## src/rtl/framer_pkg.sv

```systemverilog
// Shared types and constants for stream_framer: FSM state encoding,
// default header word and frame counter width.
package framer_pkg;

  typedef enum logic [1:0] {
    IDLE     = 2'd0,
    PAYLOAD  = 2'd1,
    CHECKSUM = 2'd2
  } state_t;

  localparam logic [15:0] HEADER_WORD = 16'hA5A5;
  localparam int          FRAME_CNT_W = 16;

endpackage

```

## src/rtl/framer_out_reg.sv

```systemverilog
// Single-entry valid/ready output register. free means a new word may be
// loaded this cycle (empty, or the held word is being accepted now).
module framer_out_reg #(
  parameter int W = 17
) (
  input  logic         clk,
  input  logic         rst,
  input  logic         load,
  input  logic [W-1:0] load_word,
  input  logic         rdy,
  output logic [W-1:0] word,
  output logic         val,
  output logic         free
);

  assign free = !val | rdy;

  // Handshake: a word transfers on val & rdy; word is held stable while val & !rdy.
  always_ff @(posedge clk or posedge rst) begin
    if (rst) begin
      word <= '0;
      val  <= 1'b0;
    end else if (load) begin
      word <= load_word;
      val  <= 1'b1;
    end else if (rdy) begin
      val  <= 1'b0;
    end
  end

endmodule

```

## src/rtl/stream_framer.sv

```systemverilog
// Pops payload words from a FIFO and emits header + FrameLen payload words
// (+ checksum word when STREAM_FRAMER_CHECKSUM_EN is defined) as framed output.
module stream_framer
  import framer_pkg::*;
#(
  parameter int                   DataWidth  = 16,
  parameter int                   FrameLen   = 4,
  parameter logic [DataWidth-1:0] HeaderWord = DataWidth'(HEADER_WORD)
) (
  input  logic                   clk_i,
  input  logic                   arst_i,
  input  logic [DataWidth-1:0]   din_i,
  input  logic                   din_val_i,
  output logic                   din_rdy_o,
  output logic [DataWidth-1:0]   dout_o,
  output logic                   dout_val_o,
  output logic                   dout_last_o,
  input  logic                   dout_rdy_i,
  output logic                   busy_o,
  output logic [FRAME_CNT_W-1:0] frame_cnt_o,
  output logic [1:0]             dbg_state
);

  localparam int             CW       = $clog2(FrameLen + 1);
  localparam logic [CW-1:0] LAST_IDX = CW'(FrameLen - 1);

  state_t               state, state_n;
  logic [CW-1:0]        cnt, cnt_n;
  logic                 load, ld_last, free, in_hs, out_hs;
  logic [DataWidth-1:0] ld_data;
  logic [DataWidth:0]   out_word;
`ifdef STREAM_FRAMER_CHECKSUM_EN
  logic [DataWidth-1:0] sum, sum_n;
`endif

  assign in_hs     = din_val_i & din_rdy_o;
  assign out_hs    = dout_val_o & dout_rdy_i;
  assign busy_o    = (state != IDLE) | dout_val_o;
  assign dbg_state = state;
  assign {dout_last_o, dout_o} = out_word;

  framer_out_reg #(.W(DataWidth + 1)) u_out (
    .clk       (clk_i),
    .rst       (arst_i),
    .load      (load),
    .load_word ({ld_last, ld_data}),
    .rdy       (dout_rdy_i),
    .word      (out_word),
    .val       (dout_val_o),
    .free      (free)
  );

  always_ff @(posedge clk_i or posedge arst_i) begin
    if (arst_i) begin
      state       <= IDLE;
      cnt         <= '0;
      frame_cnt_o <= '0;
`ifdef STREAM_FRAMER_CHECKSUM_EN
      sum         <= '0;
`endif
    end else begin
      state <= state_n;
      cnt   <= cnt_n;
`ifdef STREAM_FRAMER_CHECKSUM_EN
      sum   <= sum_n;
`endif
      if (out_hs && dout_last_o) frame_cnt_o <= frame_cnt_o + 1'b1;
    end
  end

  // The header is loaded from IDLE without popping din; payload pops only in PAYLOAD.
  always_comb begin
    state_n   = state;
    cnt_n     = cnt;
    load      = 1'b0;
    ld_last   = 1'b0;
    ld_data   = '0;
    din_rdy_o = 1'b0;
`ifdef STREAM_FRAMER_CHECKSUM_EN
    sum_n     = sum;
`endif
    case (state)
      IDLE: begin
        if (din_val_i && free) begin
          load    = 1'b1;
          ld_data = HeaderWord;
          cnt_n   = '0;
`ifdef STREAM_FRAMER_CHECKSUM_EN
          sum_n   = '0;
`endif
          state_n = PAYLOAD;
        end
      end
      PAYLOAD: begin
        din_rdy_o = free;
        if (in_hs) begin
          load    = 1'b1;
          ld_data = din_i;
          cnt_n   = cnt + CW'(1);
`ifdef STREAM_FRAMER_CHECKSUM_EN
          sum_n   = sum + din_i;
          if (cnt == LAST_IDX) state_n = CHECKSUM;
`else
          if (cnt == LAST_IDX) begin
            ld_last = 1'b1;
            state_n = IDLE;
          end
`endif
        end
      end
`ifdef STREAM_FRAMER_CHECKSUM_EN
      CHECKSUM: begin
        if (free) begin
          load    = 1'b1;
          ld_data = sum;
          ld_last = 1'b1;
          state_n = IDLE;
        end
      end
`endif
      default: state_n = IDLE;
    endcase
  end

endmodule

```

## config.mk

```make
export PLATFORM = sky130hd
export DESIGN_NAME = stream_framer
export DESIGN_NICKNAME = d
export VERILOG_FILES = /design/src/rtl/framer_pkg.sv /design/src/rtl/framer_out_reg.sv /design/src/rtl/stream_framer.sv
export SDC_FILE = /design/constraint.sdc
export NUM_CORES = 1
export LEC_CHECK = 0
export CORE_AREA = 5 5 66 68
export CTS_CLUSTER_SIZE = 40
export DETAILED_ROUTE_END_ITERATION = 6
export DIE_AREA = 0 0 71 73
export PLACE_DENSITY = 0.88
export SETUP_SLACK_MARGIN = 0.3
export SYNTH_ARGS = -nofsm -noshare
export SYNTH_HDL_FRONTEND = slang
export SYNTH_SLANG_ARGS = --single-unit
```

## constraint.sdc

```tcl
create_clock -name clk_i -period 3.9 [get_ports clk_i]
set_clock_uncertainty 0.15 [all_clocks]
set_input_delay 0.78 -clock clk_i [delete_from_list [all_inputs] [get_ports clk_i]]
set_output_delay 0.78 -clock clk_i [all_outputs]
set_load 0.03 [all_outputs]
```

==> run metrics, run 1 <==
Die ar. 5180 um2; total global-route track usage 14.4%; final hold vios 0; Cell Chain, Critical Path clkdlybuf4s50_1, nand2b_1, and2_1, clkdlybuf4s50_1; Synth cell types 27; status finished, final reports clean; share of layout cells above drive strength 1 8.04%; H-tree lvl count 2; Clock power frac 23.5%; Synth Area in XOR/XNOR 7.82%; DR vias/cell 4.78; worst skew pair latency 0.28 ns; I/O Pins 58; CTS tree built; sequential element share of the synthesized area 56.6%; floorplan row count 23; CORE AREA 3800 um2; Top Layer Used met4; unrepaired setup endpoints after global routing no; CP most frequent cell clkdlybuf4s50_1; Nets 246; hold buffer count at CTS 0; Final Power 1.18 mW; mux share of post-synthesis cell area 0%; Synth Area in Compound Gates 4.02%; TNS Setup 0 ns; placed cells 266; Area growth syn-to-layout 41.4%; DR WL/cell 12.5 um; maxcap violations 0; Slew Limit Headroom 54.1%; wl on met1 1430 um; Final Wtd Congestion 0.713; post-route ant nets 0; arrival time at the worst endpoint 2.25 ns; #FFs+latches synth 38; first-pass GRT wire length 5780 um; Synth Cell Area 1680 um2; met3 WL post-DR 253 um; via count 1310; Starting DRT DRC Count 94; # clock sinks 38; switching part of the total 35.0%; Syn Nets 189; clock buffer depth 2; Final period util 81.6%; Initial Utilization 44.2%; hpwl dp 2550 um; Setup Buffers After CTS 0; required time of the critical path 2.97 ns; final WL 3430 um; pin count of the biggest net entering global routing 39; post-synthesis simple-gate area fraction 23.9%; Diodes inserted 0; Final Non-Filler Cells 274; Critical-path top delay cell clkdlybuf4s50_1; Synth Warn # 0; Worst-path clk slew 0.07 ns; clock buffer count from CTS 5; Filler Cell Count 331; Reg power frac 45.0%; Slew @ Worst Pin 0.688 ns; CP Class in -> out; # resized after CTS 0; crit-path max cell delay 0.68 ns; Die H 73 um; count of final setup violators 0; FMAX 314 MHz; startpoint type of the worst setup path input port; worst vdd ir 297 uV; Syn Inst Count 166; IO Port Bufs 56; logic gate share of total power 31.5%; internal cell power 767 uW; area of the multi-input gates 642 um2; CP delay by family, top buffers and inverters; FF/Latch Area 951 um2; Period minus WS final 3.18 ns; Avg Cell Area, Syn 10.1 um2; fin. max-slew vios 0; worst-path maximum fanout 4; sw power 413 uW; DRC 0; Worst Path Buf+Inv 2; vias in the first global route 1283; initial antenna violation count 0; leak pwr 1.09 nW; CTS root buf clkbuf_8; Worst Setup End Kind primary output; Synth Area in Adders 2.24%; Die W 71 um; Hold Crit Class reg -> reg; Detail Route met2 WL 1720 um; first-pass detailed-route iteration total 4; total grt overflow 0; combinational family with the most area after synthesis simple AND/OR/NAND/NOR gates; PD cells 497 nW/um2
worst min-delay path: stages, from the launching register on:
cell	delay (ns)
dfrtp_1	0.35
nand2_1	0.05
nand2_1	0.05
cells in the final DEF (no fill, tap or decap), types with 3 or more instances in the layout:
master / count
clkdlybuf4s50_1: 56
nor3_2: 5
clkbuf_8: 6
nor2_1: 11
inv_1: 13
nand2_1: 32
ha_1: 3
nand3_1: 13
xor2_1: 7
dfrtp_1: 38
xnor2_1: 8
a31oi_1: 8
per-layer routing:
metal,track usage (%),vias up
li1,-,656
met1,16.3,615
met2,24.4,37
met3,6.20,2
met4,5.01,0
met5,0,-
logic make-up (layout without fill, tap and decap cells):
| logic type | count (synthesis) | after routing |
|---|---|---|
| AOI/OAI and AO/OA | 11 | 11 |
| xor gates and xnor gates | 15 | 15 |
| adders and majority gates | 3 | 3 |
| buffers and inverters | 21 | 79 |
| DFF | 38 | 38 |
| other | 1 | 1 |
| and+or+nand+nor | 77 | 77 |
cells in the mapped netlist (all sizes together):
| cell type | number | share of area (%) |
|---|---|---|
| a31oi | 8 | 3.0 |
| and2 | 2 | 0.75 |
| and3 | 2 | 0.75 |
| and4 | 2 | 1.0 |
| buf | 4 | 1.3 |
| clkbuf | 4 | 0.89 |
| conb | 1 | 0.22 |
| dfrtp | 38 | 57 |
| ha | 3 | 2.2 |
| inv | 13 | 2.9 |
| nand2 | 32 | 7.2 |
| nand2b | 2 | 0.75 |
| nand3 | 14 | 4.5 |
| nand3b | 1 | 0.45 |
| nand4 | 3 | 2.0 |
| nor2 | 11 | 2.5 |
| nor3 | 5 | 3.0 |
| nor4 | 1 | 0.37 |
| o21a | 1 | 0.45 |
| o21ai | 2 | 0.60 |
| or2 | 1 | 0.37 |
| or3 | 1 | 0.37 |
| xnor2 | 8 | 4.2 |
| xor2 | 7 | 3.7 |
metrics by stage:
stage,worst slack (ns),instance area [um2],hold WS (ns),utilization (%)
floorplan,1.76,1680,0.293,-
detailed placement,0.725,2280,0.310,60.0
global placement,0.720,2280,0.299,60.0
CTS,0.713,2370,0.328,62.5
global route,0.629,2370,0.348,62.5
finish,0.718,2370,0.322,62.5
sequential cells by signal, summed over array words and instances, names as in the netlist:
signal	cells
frame_cnt_o	16
u_out.word	17
dbg_state	1
u_out.val	1
cnt	3
final timing paths:
check                                      startpoint                           to  slack, ns  cells past startpoint
hold reg to reg            u_out.word[12]$_DFFE_PP0P_   u_out.word[12]$_DFFE_PP0P_       0.32                      2
hold / removal             u_out.word[12]$_DFFE_PP0P_   u_out.word[12]$_DFFE_PP0P_       0.32                      2
setup / recovery                           dout_rdy_i                    din_rdy_o       0.72                      4
setup reg to reg                u_out.val$_DFFE_PP0P_    u_out.word[8]$_DFFE_PP0P_       2.06                      5
min in group asynchronous                      arst_i  frame_cnt_o[12]$_DFFE_PP0P_       0.75                      3
max in group asynchronous                      arst_i   frame_cnt_o[6]$_DFFE_PP0P_       2.51                      3
power groups by stage:
stage                     Clock (mW)  Combinational (mW)  Sequential (mW)
after floorplan                    0               0.124            0.625
after global placement             0               0.369            0.538
after detailed placement           0               0.377            0.540
after CTS                      0.288               0.378            0.533
after global routing           0.303               0.403            0.544
final                          0.277               0.372            0.531
final cells by class:
class | count | share of cell area, %
clock inverters | 2 | 0.527
repair buffers | 58 | 24.2
flip-flops and latches | 38 | 40.0
multi-input cells | 107 | 27.0
clock buffers | 6 | 3.48
well taps | 50 | 2.63
inverters | 13 | 2.05
Note: power is estimated with default switching activity, not from simulation.
==> run 2, diff against run 1 <==
--- a/config.mk
+++ b/config.mk
@@ -5,11 +5,11 @@
 export SDC_FILE = /design/constraint.sdc
 export NUM_CORES = 1
 export LEC_CHECK = 0
-export CORE_AREA = 5 5 66 68
+export CORE_AREA = 5 5 68 70
 export CTS_CLUSTER_SIZE = 40
 export DETAILED_ROUTE_END_ITERATION = 6
-export DIE_AREA = 0 0 71 73
-export PLACE_DENSITY = 0.88
+export DIE_AREA = 0 0 73 75
+export PLACE_DENSITY = 0.84
 export SETUP_SLACK_MARGIN = 0.3
 export SYNTH_ARGS = -nofsm -noshare
 export SYNTH_HDL_FRONTEND = slang
==> constraint.sdc (replaced) <==
create_clock -name clk_i -period 3.05 [get_ports clk_i]
set_clock_uncertainty 0.15 [all_clocks]
set_input_delay 0.61 -clock clk_i [delete_from_list [all_inputs] [get_ports clk_i]]
set_output_delay 0.61 -clock clk_i [all_outputs]
set_load 0.03 [all_outputs]
==> run 2 against run 1 <==
Design area up 0.90%. Critical path depth unchanged. Largest power group unchanged. Combinational power grew 34%. Clock power is 44% higher. Via count rose by 1.8%. First-iteration DRC count is 41% lower. Register-to-register slack worse by 0.71 ns. Power rose by 32%.
==> run metrics, run 2 (synthesized netlist as in run 1, its figures left out) <==
R2R depth 5 (unchanged); IO Port Bufs 56 (unchanged); clock buffer depth 2 (unchanged); Die ar. 5480 um2 (+5.6%); post-route ant nets 0 (unchanged); switching part of the total 34.0% (-1.0 points); I/O Pins 58 (unchanged); first-pass detailed-route iteration total 4 (unchanged); max FFs per register 17 (unchanged); DRC 0 (unchanged); PD cells 651 nW/um2 (+31%); pin count of the biggest net entering global routing 39 (unchanged); fin. max-slew vios 0 (unchanged); Reg2Reg Capture Point frame_cnt_o[14]$_DFFE_PP0P_; Starting DRT DRC Count 55 (-41%); worst skew pair latency 0.29 ns (about the same); Regs by FF count u_out.word: 17 flops, frame_cnt_o: 16 flops, cnt: 3 flops; initial antenna violation count 0 (unchanged); Final Wtd Congestion 0.730 (+2.4%); H-tree lvl count 2 (unchanged); floorplan row count 23 (unchanged); reg-to-reg slack, setup 1.35 ns (-0.71 ns); Worst Setup End Kind primary output; unrepaired setup endpoints after global routing no; # clock sinks 38 (unchanged); Hold Crit Class reg -> reg; r2r startpoint frame_cnt_o[1]$_DFFE_PP0P_; startpoint type of the worst setup path input port; Reg power frac 42.3% (-2.7 points); setup slack after layout 0.478 ns (-0.240 ns); CP Launch Point dout_rdy_i; Die W 73 um (+2.8%); Nets 247 (+0.41%); Area growth syn-to-layout 42.7%; Largest Register u_out.word; Final period util 84.3%; hold path depth 1 (-1); status finished, final reports clean; Critical-path top delay cell clkdlybuf4s50_1; Worst-path clk slew 0.07 ns (about the same); logic gate share of total power 32.1% (+0.6 points); required time of the critical path 2.29 ns (-0.68 ns); CORE AREA 3910 um2 (+3.0%); pre-CTS WS 0.204 ns (-0.521 ns); Diodes inserted 0 (unchanged); FMAX 389 MHz; Period minus WS final 2.57 ns; via count 1334 (+1.8%); internal cell power 1.03 mW (+34%); final WL 3520 um (+2.7%); Hold Crit Endpoint frame_cnt_o[15]$_DFFE_PP0P_; most frequent cells in the layout clkdlybuf4s50_1 (55), dfrtp_1 (38), nand2_1 (32); Worst Path Buf+Inv 2 (unchanged); sw power 530 uW (+29%); final hold vios 0 (unchanged); worst vdd ir 319 uV (+7.3%); total grt overflow 0 (unchanged); maxcap violations 0 (unchanged); Die H 75 um (+2.7%); Clock power frac 25.6% (+2.1 points); count of final setup violators 0 (unchanged); total global-route track usage 14.1% (-0.24 points); most common cell after layout, fill and taps aside clkdlybuf4s50_1; DR WL/cell 12.8 um (+2.3%); CTS tree built; CTS root buf clkbuf_8; hpwl dp 2600 um (+1.7%); CP Class in -> out; Final Non-Filler Cells 275 (+0.36%); clock buffer count from CTS 5 (unchanged); worst-path maximum fanout 4 (unchanged); leak pwr 1.11 nW (+1.4%); DR vias/cell 4.85 (+1.5%); placed cells 267 (+0.38%); vias in the first global route 1304 (+1.6%); Initial Utilization 42.9% (-1.3 points); TNS Setup 0 ns (unchanged); hold_ws 0.317 ns (-0.00468 ns); share of layout cells above drive strength 1 8.44% (+0.41 points); CP delay by family, top buffers and inverters; arrival time at the worst endpoint 1.81 ns (-0.44 ns); post-layout util 61.2% (-1.3 points); Cell Chain, Critical Path clkdlybuf4s50_1, nand2b_1, and2_1, dlygate4sd2_1; Setup Buffers After CTS 0 (unchanged); crit-path max cell delay 0.50 ns (-0.18 ns); first-pass GRT wire length 5900 um (+2.0%); hold_sp frame_cnt_o[15]$_DFFE_PP0P_
==> run 2: cell types whose count changed in the layout (fill, tap and decap cells not counted) <==
cell / before / now
clkdlybuf4s50_1: 56 / 55
clkinvlp_4: 1 / 0
clkinv_2: 1 / 0
buf_4: 2 / 3
dlygate4sd2_1: 0 / 1
clkbuf_8: 6 / 8
==> run 2: cell type report <==
class / count / area [um2]
Fill cell: 356 / 1520
Sequential cell: 38 / 951
Multi-Input combinational cell: 107 / 642
Timing Repair Buffer: 59 / 582
Clock buffer: 8 / 110
Tap cell: 50 / 62.6
Inverter: 13 / 48.8
==> run 2: power groups by stage <==
| stage | clock network (mW) | registers, mW | logic, mW |
|---|---|---|---|
| after detailed placement | 0 | 0.671 | 0.511 |
| after global placement | 0 | 0.666 | 0.501 |
| after floorplan | 0 | 0.799 | 0.159 |
| after global routing | 0.435 | 0.674 | 0.545 |
| final | 0.399 | 0.661 | 0.500 |
| after CTS | 0.413 | 0.661 | 0.509 |
==> run 2: timing repair <==
action                                  4_1_cts  5_1_grt
endpoints found under the setup margin        1        0
hold buffers                                  0        0
resized for setup                             1        0
==> run 2: metal layers <==
layer | GRT usage [%] | routed length [um] | part of all wire (%)
met2 | 25.1 | 1770 | 50
met4 | 4.30 | 42 | 1.2
met3 | 6.28 | 297 | 8.4
met1 | 15.1 | 1410 | 40
met5 | 0 | 0 | 0
==> run 2: how the worst max path moves through the flow <==
stage,to,cells past startpoint
3_5_place_dp,din_rdy_o,4
3_3_place_gp,din_rdy_o,4
4_1_cts,din_rdy_o,4
2_1_floorplan,din_rdy_o,2
5_1_grt,din_rdy_o,4
6_report,din_rdy_o,4
==> run 2: through the flow <==
| step | total power [mW] | cell area (um2) |
|---|---|---|
| 6_report | 1.56 | 2400 |
| 5_1_grt | 1.65 | 2400 |
| 4_1_cts | 1.58 | 2400 |
| 3_5_place_dp | 1.18 | 2290 |
| 3_3_place_gp | 1.17 | 2290 |
| 2_1_floorplan | 0.958 | 1680 |
==> run 3, diff against run 2 <==
==> constraint.sdc (replaced) <==
create_clock -name clk_i -period 2.6 [get_ports clk_i]
set_clock_uncertainty 0.15 [all_clocks]
set_input_delay 0.52 -clock clk_i [delete_from_list [all_inputs] [get_ports clk_i]]
set_output_delay 0.52 -clock clk_i [all_outputs]
set_load 0.03 [all_outputs]
==> run 3 against run 2 <==
Clock power rose by 22%. Setup slack got worse by 0.031 ns. Sequential share of layout area barely moved. Wire length fell by 4.3%. Utilization barely moved. Power rose by 18%. Critical path type is now reg -> out. Largest cell class unchanged. Largest power group unchanged.
==> run metrics, run 3 (synthesized netlist as in run 1, its figures left out) <==
reg-to-reg slack, setup 0.89 ns (-0.46 ns); Diodes inserted 0 (unchanged); via count 1297 (-2.8%); most common cell after layout, fill and taps aside clkdlybuf4s50_1; area of the multi-input gates 642 um2 (unchanged); Nets 247 (unchanged); leak pwr 1.11 nW (about the same); Final Power 1.84 mW (+18%); crit-path max cell delay 0.72 ns (+0.22 ns); total global-route track usage 13.3% (-0.80 points); max FFs per register 17 (unchanged); r2r startpoint frame_cnt_o[0]$_DFFE_PP0P_; FF/Latch Area 951 um2 (unchanged); initial antenna violation count 0 (unchanged); CP Launch Point frame_cnt_o[0]$_DFFE_PP0P_; DR WL/cell 12.3 um (-4.3%); count of final setup violators 0 (unchanged); Worst-path clk slew 0.08 ns (about the same); first-pass detailed-route iteration total 4 (unchanged); share of layout cells above drive strength 1 8.89% (+0.44 points); DRC 0 (unchanged); clock buffer count from CTS 5 (unchanged); Worst Path Buf+Inv 1 (-1); FMAX 464 MHz; total grt overflow 0 (unchanged); fin. max-slew vios 0 (unchanged); arrival time at the worst endpoint 1.48 ns (-0.33 ns); most frequent cells in the layout clkdlybuf4s50_1 (53), dfrtp_1 (38), nand2_1 (32); Die ar. 5480 um2 (unchanged); pin count of the biggest net entering global routing 39 (unchanged); Critical-path top delay cell clkdlybuf4s50_1; floorplan row count 23 (unchanged); Final period util 82.8%; worst skew pair latency 0.29 ns (about the same); Regs by FF count u_out.word: 17 flops, frame_cnt_o: 16 flops, cnt: 3 flops; # resized after CTS 1 (unchanged); H-tree lvl count 2 (unchanged); I/O Pins 58 (unchanged); worst-path maximum fanout 5 (+1); Die W 73 um (unchanged); unrepaired setup endpoints after global routing no; Worst Setup End Kind primary output; final hold vios 0 (unchanged); Period minus WS final 2.15 ns; startpoint type of the worst setup path register; Largest Register u_out.word; CTS root buf clkbuf_8; CP delay by family, top buffers and inverters; TNS Setup 0 ns (unchanged); clock buffer depth 2 (unchanged); Die H 75 um (unchanged); hpwl dp 2540 um (-2.1%); status finished, final reports clean; # clock sinks 38 (unchanged); Initial Utilization 42.9% (unchanged); Cell Chain, Critical Path clkdlybuf4s50_1; Final Wtd Congestion 0.711 (-2.5%); Starting DRT DRC Count 27 (-51%); CORE AREA 3910 um2 (unchanged); hold buffer count at CTS 0 (unchanged); PD cells 769 nW/um2 (+18%); hold_sp u_out.word[4]$_DFFE_PP0P_; Hold Crit Class reg -> reg; Setup Buffers After CTS 0 (unchanged); DR vias/cell 4.72 (-2.8%); worst vdd ir 517 uV (+62%); vias in the first global route 1212 (-7.1%); required time of the critical path 1.93 ns (-0.36 ns); Filler Cell Count 331 (-7.0%); CTS tree built; CP Class reg -> out; Area growth syn-to-layout 42.6% (about the same); first-pass GRT wire length 5510 um (-6.5%); maxcap violations 0 (unchanged); IO Port Bufs 56 (unchanged); post-route ant nets 0 (unchanged); final WL 3370 um (-4.3%)
## run 3: final cells by class
cell class	instances	area share [%]
inverters	13	2.04
flip-flops and latches	38	39.7
multi-input cells	107	26.8
repair buffers	59	24.3
clock inverters	3	1.67
well taps	50	2.61
clock buffers	5	2.87
## run 3: worst paths after layout
kind                                                     to  depth (start not counted)
max in group asynchronous         u_out.word[5]$_DFFE_PP0P_                          3
worst min-delay path              u_out.word[4]$_DFFE_PP0P_                          2
min in group asynchronous       frame_cnt_o[10]$_DFFE_PP0P_                          3
worst max-delay path                         frame_cnt_o[0]                          1
worst max register to register  frame_cnt_o[12]$_DFFE_PP0P_                          5
worst min register to register    u_out.word[4]$_DFFE_PP0P_                          2
## run 3: per-layer routing
| metal | global-route usage [%] | part of all wire (%) | routed length [um] | vias up |
|---|---|---|---|---|
| li1 | - | - | - | 658 |
| met1 | 15.6 | 43 | 1440 | 596 |
| met2 | 23.1 | 49 | 1650 | 40 |
| met3 | 4.81 | 7.1 | 240 | 3 |
| met4 | 3.69 | 1.1 | 36 | 0 |
| met5 | 0 | 0 | 0 | - |
## run 3: stage by stage
step	area, um2	cells	util (%)	worst slack [ns]	hold slack [ns]
6_report	2390	275	61.2	0.447	0.322
5_1_grt	2390	275	61.2	0.375	0.347
4_1_cts	2390	275	61.1	0.321	0.326
3_5_place_dp	2280	267	58.4	0.384	0.308
3_3_place_gp	2280	267	58.4	0.438	0.303
2_1_floorplan	1680	166	-	0.755	0.293
## run 3: power by group
group	leakage [nW]	switching [mW]	total (mW)	internal [mW]
Combinational	0.583	0.335	0.582	0.247
Sequential	0.467	0.0826	0.774	0.691
Clock	0.0579	0.205	0.487	0.282
Total	1.11	0.622	1.84	1.22
